[src/rtl/back_propagation_output_layer_vector.sv]
// Output-layer error stage for the DQN backward pass.
// Computes err[k] = expected[k] - node[k] for a whole output vector through one
// time-shared FP32 adder, with optional action masking and +/-1.0 clipping.

// Pipelined IEEE-754 single-precision adder (round to nearest even).
// Result of a valid_in cycle appears on sum_out with valid_out LATENCY cycles later.
module adder_floating_point32 #(
  parameter int LATENCY = 7
) (
  input  logic        clk,
  input  logic        rst_n,
  input  logic        valid_in,
  input  logic [31:0] in_a,
  input  logic [31:0] in_b,
  output logic        valid_out,
  output logic [31:0] sum_out
);

  logic [LATENCY-1:0] vld_r;
  logic [31:0]        dat_r [LATENCY];

  function automatic logic [31:0] fp_add(input logic [31:0] a, input logic [31:0] b);
    logic [31:0] x;
    logic [31:0] y;
    logic [7:0]  ex;
    logic [7:0]  ey;
    logic [7:0]  d;
    logic [26:0] mx;
    logic [26:0] my;
    logic [27:0] sum;
    logic [9:0]  e;
    logic        sticky;
    logic        rnd;
    logic [31:0] res;
    res = 32'h0;
    if (((a[30:23] == 8'hFF) && (a[22:0] != 23'h0)) || ((b[30:23] == 8'hFF) && (b[22:0] != 23'h0))) begin
      res = 32'h7FC0_0000;
    end else if ((a[30:23] == 8'hFF) && (b[30:23] == 8'hFF)) begin
      res = (a[31] == b[31]) ? a : 32'h7FC0_0000;
    end else if (a[30:23] == 8'hFF) begin
      res = a;
    end else if (b[30:23] == 8'hFF) begin
      res = b;
    end else if ((a[30:0] == 31'h0) && (b[30:0] == 31'h0)) begin
      res = {a[31] & b[31], 31'h0};
    end else begin
      // x carries the larger magnitude, so its sign is the result sign
      if (a[30:0] >= b[30:0]) begin
        x = a;
        y = b;
      end else begin
        x = b;
        y = a;
      end
      ex = (x[30:23] == 8'h0) ? 8'd1 : x[30:23];
      ey = (y[30:23] == 8'h0) ? 8'd1 : y[30:23];
      mx = {(x[30:23] != 8'h0), x[22:0], 3'b000};
      my = {(y[30:23] != 8'h0), y[22:0], 3'b000};
      d  = ex - ey;
      if (d >= 8'd27) begin
        sticky = |my;
        my     = 27'h0;
      end else begin
        sticky = |(my & ((27'h1 << d) - 27'h1));
        my     = my >> d;
      end
      my[0] = my[0] | sticky;
      if (x[31] == y[31]) begin
        sum = {1'b0, mx} + {1'b0, my};
      end else begin
        sum = {1'b0, mx} - {1'b0, my};
      end
      e = {2'b00, ex};
      if (sum == 28'h0) begin
        res = 32'h0;  // exact cancellation yields +0
      end else begin
        if (sum[27]) begin
          sum = {1'b0, sum[27:2], sum[1] | sum[0]};
          e   = e + 10'd1;
        end else begin
          for (int i = 0; i < 26; i++) begin
            if (!sum[26] && (e > 10'd1)) begin
              sum = sum << 1;
              e   = e - 10'd1;
            end
          end
        end
        if (!sum[26]) begin
          e = 10'd0;  // subnormal result
        end
        rnd = sum[2] & (sum[1] | sum[0] | sum[3]);
        if (e >= 10'd255) begin
          res = {x[31], 31'h7F80_0000};
        end else begin
          // a mantissa carry from rounding propagates into the exponent field
          res = {x[31], e[7:0], sum[25:3]} + {31'h0, rnd};
        end
      end
    end
    return res;
  endfunction

  // Latency pipeline: stage 0 holds the fresh sum, later stages delay it
  always_ff @(posedge clk) begin
    if (!rst_n) begin
      vld_r <= {LATENCY{1'b0}};
      for (int i = 0; i < LATENCY; i++) dat_r[i] <= 32'h0;
    end else begin
      vld_r    <= {vld_r[LATENCY-2:0], valid_in};
      dat_r[0] <= fp_add(in_a, in_b);
      for (int i = 1; i < LATENCY; i++) dat_r[i] <= dat_r[i-1];
    end
  end

  assign valid_out = vld_r[LATENCY-1];
  assign sum_out   = dat_r[LATENCY-1];

endmodule

module back_propagation_output_layer_vector #(
  parameter int DATA_WIDTH    = 32,
  parameter int NUM_OUTPUTS   = 4,
  parameter int ACTION_WIDTH  = 2,
  parameter int ADDER_LATENCY = 7
) (
  input  logic                              clk,
  input  logic                              rst_n,
  input  logic                              i_valid,
  output logic                              o_ready,
  input  logic [NUM_OUTPUTS*DATA_WIDTH-1:0] i_data_expected,
  input  logic [NUM_OUTPUTS*DATA_WIDTH-1:0] i_data_node,
  input  logic [ACTION_WIDTH-1:0]           i_action,
  input  logic                              i_mask_en,
  input  logic                              i_clip_en,
  output logic [NUM_OUTPUTS*DATA_WIDTH-1:0] o_data,
  output logic                              o_valid
);

  localparam int CNT_W = (NUM_OUTPUTS > 1) ? $clog2(NUM_OUTPUTS) : 1;
  localparam logic [CNT_W-1:0] LAST = CNT_W'(NUM_OUTPUTS - 1);

  typedef enum logic [1:0] {ST_IDLE = 2'd0, ST_ISSUE = 2'd1, ST_DRAIN = 2'd2} state_t;

  state_t                                   state_r;
  state_t                                   state_s;
  logic [CNT_W-1:0]                         iss_cnt_r;
  logic [CNT_W-1:0]                         cap_cnt_r;
  logic [NUM_OUTPUTS*DATA_WIDTH-1:0]        exp_r;
  logic [NUM_OUTPUTS*DATA_WIDTH-1:0]        node_r;
  logic [ACTION_WIDTH-1:0]                  action_r;
  logic                                     mask_r;
  logic                                     clip_r;
  logic [NUM_OUTPUTS-1:0][DATA_WIDTH-1:0]   buf_r;
  logic [NUM_OUTPUTS-1:0][DATA_WIDTH-1:0]   done_vec_s;
  logic                                     accept_s;
  logic                                     add_valid_s;
  logic [DATA_WIDTH-1:0]                    add_a_s;
  logic [DATA_WIDTH-1:0]                    add_b_s;
  logic [DATA_WIDTH-1:0]                    node_word_s;
  logic                                     sum_valid_s;
  logic [DATA_WIDTH-1:0]                    sum_s;
  logic [DATA_WIDTH-1:0]                    post_s;
  logic                                     last_cap_s;

  // Masking first, then clipping; a masked slot is always +0.0
  function automatic logic [DATA_WIDTH-1:0] post_proc(input logic [CNT_W-1:0] k,
                                                      input logic [DATA_WIDTH-1:0] v,
                                                      input logic [ACTION_WIDTH-1:0] act,
                                                      input logic mask_en,
                                                      input logic clip_en);
    logic [DATA_WIDTH-1:0] r;
    r = v;
    if (mask_en && (32'(k) != 32'(act))) begin
      r = {DATA_WIDTH{1'b0}};
    end else if (clip_en && (r[30:0] > 31'h3F80_0000)) begin
      r = {r[31], 31'h3F80_0000};
    end else begin
      r = v;
    end
    return r;
  endfunction

  assign o_ready     = (state_r == ST_IDLE);
  assign accept_s    = i_valid && (state_r == ST_IDLE);
  assign node_word_s = node_r[iss_cnt_r*DATA_WIDTH +: DATA_WIDTH];
  assign add_valid_s = (state_r == ST_ISSUE);
  assign add_a_s     = exp_r[iss_cnt_r*DATA_WIDTH +: DATA_WIDTH];
  assign add_b_s     = {~node_word_s[31], node_word_s[30:0]};  // a + (-b) = a - b
  assign post_s      = post_proc(cap_cnt_r, sum_s, action_r, mask_r, clip_r);
  assign last_cap_s  = sum_valid_s && (cap_cnt_r == LAST);

  adder_floating_point32 #(.LATENCY(ADDER_LATENCY)) u_adder (
    .clk       (clk),
    .rst_n     (rst_n),
    .valid_in  (add_valid_s),
    .in_a      (add_a_s),
    .in_b      (add_b_s),
    .valid_out (sum_valid_s),
    .sum_out   (sum_s)
  );

  // Next-state logic for IDLE -> ISSUE -> DRAIN -> IDLE
  always_comb begin
    state_s = state_r;
    case (state_r)
      ST_IDLE:  if (i_valid) state_s = ST_ISSUE; else state_s = ST_IDLE;
      ST_ISSUE: if (iss_cnt_r == LAST) state_s = ST_DRAIN; else state_s = ST_ISSUE;
      ST_DRAIN: if (last_cap_s) state_s = ST_IDLE; else state_s = ST_DRAIN;
      default:  state_s = ST_IDLE;
    endcase
  end

  // Completed vector: buffered slots plus the final element arriving now
  always_comb begin
    done_vec_s       = buf_r;
    done_vec_s[LAST] = post_s;
  end

  // FSM state register
  always_ff @(posedge clk) begin
    if (!rst_n) state_r <= ST_IDLE;
    else        state_r <= state_s;
  end

  // Input latching and issue counter
  always_ff @(posedge clk) begin
    if (!rst_n) begin
      exp_r     <= {(NUM_OUTPUTS*DATA_WIDTH){1'b0}};
      node_r    <= {(NUM_OUTPUTS*DATA_WIDTH){1'b0}};
      action_r  <= {ACTION_WIDTH{1'b0}};
      mask_r    <= 1'b0;
      clip_r    <= 1'b0;
      iss_cnt_r <= {CNT_W{1'b0}};
    end else if (accept_s) begin
      exp_r     <= i_data_expected;
      node_r    <= i_data_node;
      action_r  <= i_action;
      mask_r    <= i_mask_en;
      clip_r    <= i_clip_en;
      iss_cnt_r <= {CNT_W{1'b0}};
    end else if ((state_r == ST_ISSUE) && (iss_cnt_r != LAST)) begin
      iss_cnt_r <= iss_cnt_r + CNT_W'(1);
    end else begin
      iss_cnt_r <= iss_cnt_r;
    end
  end

  // Result capture in issue order and completion pulse
  always_ff @(posedge clk) begin
    if (!rst_n) begin
      cap_cnt_r <= {CNT_W{1'b0}};
      buf_r     <= {(NUM_OUTPUTS*DATA_WIDTH){1'b0}};
      o_data    <= {(NUM_OUTPUTS*DATA_WIDTH){1'b0}};
      o_valid   <= 1'b0;
    end else begin
      o_valid <= 1'b0;
      if (sum_valid_s && (state_r != ST_IDLE)) begin
        buf_r[cap_cnt_r] <= post_s;
        if (cap_cnt_r == LAST) begin
          o_data    <= done_vec_s;
          o_valid   <= 1'b1;
          cap_cnt_r <= {CNT_W{1'b0}};
        end else begin
          cap_cnt_r <= cap_cnt_r + CNT_W'(1);
        end
      end else begin
        cap_cnt_r <= cap_cnt_r;
      end
    end
  end

endmodule

[config.mk]
export PLATFORM = sky130hd
export DESIGN_NAME = back_propagation_output_layer_vector
export DESIGN_NICKNAME = d
export VERILOG_FILES = /design/src/rtl/back_propagation_output_layer_vector.sv
export SDC_FILE = /design/constraint.sdc
export NUM_CORES = 2
export LEC_CHECK = 0
export CORE_MARGIN = 4
export CORE_UTILIZATION = 60
export CTS_CLUSTER_DIAMETER = 40
export DETAILED_ROUTE_END_ITERATION = 6
export DONT_BUFFER_PORTS = 1
export HOLD_SLACK_MARGIN = 0.15
export PLACE_DENSITY_LB_ADDON = 0.3
export SLEW_MARGIN = 10
export SYNTH_ARGS = -nofsm -noshare
export SYNTH_HDL_FRONTEND = slang
export SYNTH_HIERARCHICAL = 1
export SYNTH_SLANG_ARGS = --single-unit
[constraint.sdc]
create_clock -name clk -period 76.9 [get_ports clk]
set_input_delay 3.845 -clock clk [delete_from_list [all_inputs] [get_ports clk]]
set_output_delay 3.845 -clock clk [all_outputs]
set_load 0.01 [all_outputs]
==> flow_metrics.env <==
export IMPL_setup_violations=0
export IMPL_min_from="u_adder/dat_r[4][7]"
export IMPL_crit_fanout=54
export IMPL_r2r_start="iss_cnt_r[0]"
export IMPL_fp_dieW_um=314.4
export IMPL_yosysTopAreaCell="dfxtp_1"
export IMPL_syn_num_nets=7456
export IMPL_via_per_inst=6.711
export IMPL_hold_buffers=0
export IMPL_status="finished with violations"
export IMPL_maxCapViolCount=0
export IMPL_path_class="register to register"
export IMPL_synth_seq_cells=722
export IMPL_most_common_layout_cells="1049 x nand2_1, 720 x dfxtp_1, 542 x nor2_1, 474 x mux2i_1, 319 x a21oi_1"
export IMPL_syn_cell_area_um2=56330
export IMPL_coreArea_um2=93190
export IMPL_cp_num_buf_inv=31
export IMPL_cp_slowest_cell="nor3_1"
export IMPL_grt_usage_pct=34.41
export IMPL_synth_area_leaders="dfxtp_1 26%, mux2i_1 8.4%, nand2_1 7.0%"
export IMPL_initial_core_util_pct=60.44
export IMPL_drc=2
export IMPL_wl_mm=182.7
export IMPL_min_to="u_adder/dat_r[5][7]"
export IMPL_drt_iter0_markers=6538
export IMPL_routabilityCongestion=1.020
export IMPL_holdWs_ps=389.2
export IMPL_cts_tree="done"
export IMPL_synth_top_area_share_pct=25.66
export IMPL_drive_gt1_share_pct=9.182
export IMPL_cts_resized=0
export IMPL_fmax_mhz=15.10
export IMPL_grt_pass1_vias=48740
export IMPL_yosysSeqAreaShare_pct=25.66
export IMPL_yosys_warnings=6
export IMPL_clock_root_buffer="clkbuf_16"
export IMPL_final_nets=7136
export IMPL_wl_per_cell_um=22.74
export IMPL_die_area_um2=98840
export IMPL_arrival_ps=66760
export IMPL_die_h_um=314.4
export IMPL_max_stage_delay_ps=1130
export IMPL_grt_pass1_wl_mm=278.5
export IMPL_reg2reg_to="u_adder/dat_r[0][22]"
export IMPL_whs_path_depth=1
export IMPL_rsz0062_at_grt="false"
export IMPL_seq_area_um2=14460
export IMPL_critical_path_top_delay_family="compound AO/OA/AOI/OAI gates"
export IMPL_cts_sinks=722
export IMPL_setup_ws_ps=10650
export IMPL_synthCells=7043
export IMPL_rr_worst_depth=217
export IMPL_globalRoute_totalOverflow=0
export IMPL_slew_violations=346
export IMPL_worstHoldPathType="register to register"
export IMPL_final_common_cell="nand2_1"
export IMPL_worstMarginPinSlew_ps=1833
export IMPL_worstSetupEndpointType="register"
export IMPL_dr_pass1_iters=7
export IMPL_synthToLayoutAreaGrowth_pct=4.725
export IMPL_synth_ff_type="dfxtp_1"
export IMPL_maxSlewHeadroom_pct=-22.20
export IMPL_clk_pin_slew_ps=70
export IMPL_htree_levels=2
export IMPL_io_buffers=0
export IMPL_cts_made_buffers=60
export IMPL_ant_nets=0
export IMPL_violations="design-rule violations, max-slew violations"
export IMPL_hpwl_mm=137.8
export IMPL_dp_worst_setup_slack_ps=11920
export IMPL_hold_viol=0
export IMPL_synthArstFlopShare_pct=0
export IMPL_antenna_found_initial=5
export IMPL_clock_skew_ps=62.99
export IMPL_vias=53910
export IMPL_fin_cells=8033
export IMPL_synth_edf_count=0
export IMPL_cts_buffer_depth=3
export IMPL_ios=393
export IMPL_placedCellCount=7915
export IMPL_startpoint_type="register"
export IMPL_fillers=8103
export IMPL_period_share_pct=86.15
export IMPL_required_ps=77420
export IMPL_fp_row_count=112
export IMPL_cts_setup_buffers=0
export IMPL_multi_input_area_um2=39470
export IMPL_grt_start_max_net_pins=589
export IMPL_tns_ps=0
export IMPL_syn_area_per_cell_um2=7.998
export IMPL_yosysUniqueCellTypes=146
export IMPL_clk_latency_ps=660
export IMPL_cpMostUsedCell="ha_1"
export IMPL_ff2ff_setup_slack_ps=10650
export IMPL_fin_crit_ps=66250
synth_stat cells (52+ instances only):
master	number
mux2i_1	474
o41ai_2	71
o21ai_0	261
xor2_1	58
clkbuf_1	332
inv_1	178
nor3_1	129
nand4_1	67
a21oi_1	321
a21o_1	54
buf_1	69
mux2_2	75
nor2_1	543
nand2b_1	56
nor4_1	67
xnor2_1	139
dfxtp_1	722
a21boi_0	275
a211oi_1	64
a31oi_1	61
mux4_2	69
or3_1	52
nand2_1	1054
ha_1	148
a22o_1	105
o211ai_1	66
and2_1	260
nand3_1	207
metal layers:
metal  share of wire (%)  vias to the layer above  global-route usage (%)
met5                   0                        -                       0
met4                 4.5                        0                   13.42
met3                 8.5                      462                   5.635
met2                  44                     2611                   53.88
met1                  43                    25530                   47.56
li1                    -                    25310                       -
kinds of logic (layout without fill, tap and decap cells):
group	count (synthesis)	in the layout	share of synthesized area, %
xor+xnor	201	201	3.190
simple gates	2693	2693	22.87
mux	624	624	12.80
fa+ha+maj	152	152	3.394
compound gates	1998	1998	27.34
buf+inv	653	384	4.738
flops	722	722	25.66
other cells	0	5	0
registers in the layout, indices dropped and copies added (netlist names), 2 cells and up:
signal         flops
buf_r             96
state_r            2
cap_cnt_r          2
u_adder/dat_r    224
u_adder/vld_r      7
exp_r            128
iss_cnt_r          2
action_r           2
node_r           128
o_data           128
stage by stage:
step | utilization, % | cell area [um2]
6_report | 63.30 | 58990
5_1_grt | 63.30 | 58990
4_1_cts | 63.27 | 58970
3_5_place_dp | 60.96 | 56800
3_3_place_gp | 60.96 | 56800
2_1_floorplan | - | 56330
worst register-to-register path: cells and delay by family (launching register included):
family | cells | cell delay (ps)
multiplexers | 2 | 1070
flip-flops | 1 | 820
XOR/XNOR | 14 | 4780
adder cells (fa/ha/maj) | 27 | 9210
AND/OR/NAND/NOR | 67 | 16820
AO/OA/AOI/OAI | 76 | 25330
buffers and inverters | 31 | 8060
worst max-delay path by stage:
stage               cells past startpoint              endpoint         start  slack, ps
floorplan                             263  u_adder/dat_r[0][10]  iss_cnt_r[0]      19980
global placement                      217  u_adder/dat_r[0][17]  iss_cnt_r[0]      14400
detailed placement                    217  u_adder/dat_r[0][18]  iss_cnt_r[0]      11920
CTS                                   217  u_adder/dat_r[0][18]  iss_cnt_r[0]      11740
global route                          220  u_adder/dat_r[0][18]  iss_cnt_r[0]       5500
finish                                217  u_adder/dat_r[0][22]  iss_cnt_r[0]      10650
final cells by class:
type | instances | area share, %
Antenna cell | 5 | 0.02121
Clock buffer | 89 | 3.088
Clock inverter | 24 | 0.5748
Inverter | 190 | 1.209
Multi-Input combinational cell | 5668 | 66.90
Sequential cell | 722 | 24.51
Tap cell | 1254 | 2.660
Timing Repair Buffer | 81 | 1.031
Power is left out: the tool's default activity adds up to more than one toggle a clock period on the data nets, which glitch-free logic cannot reach.
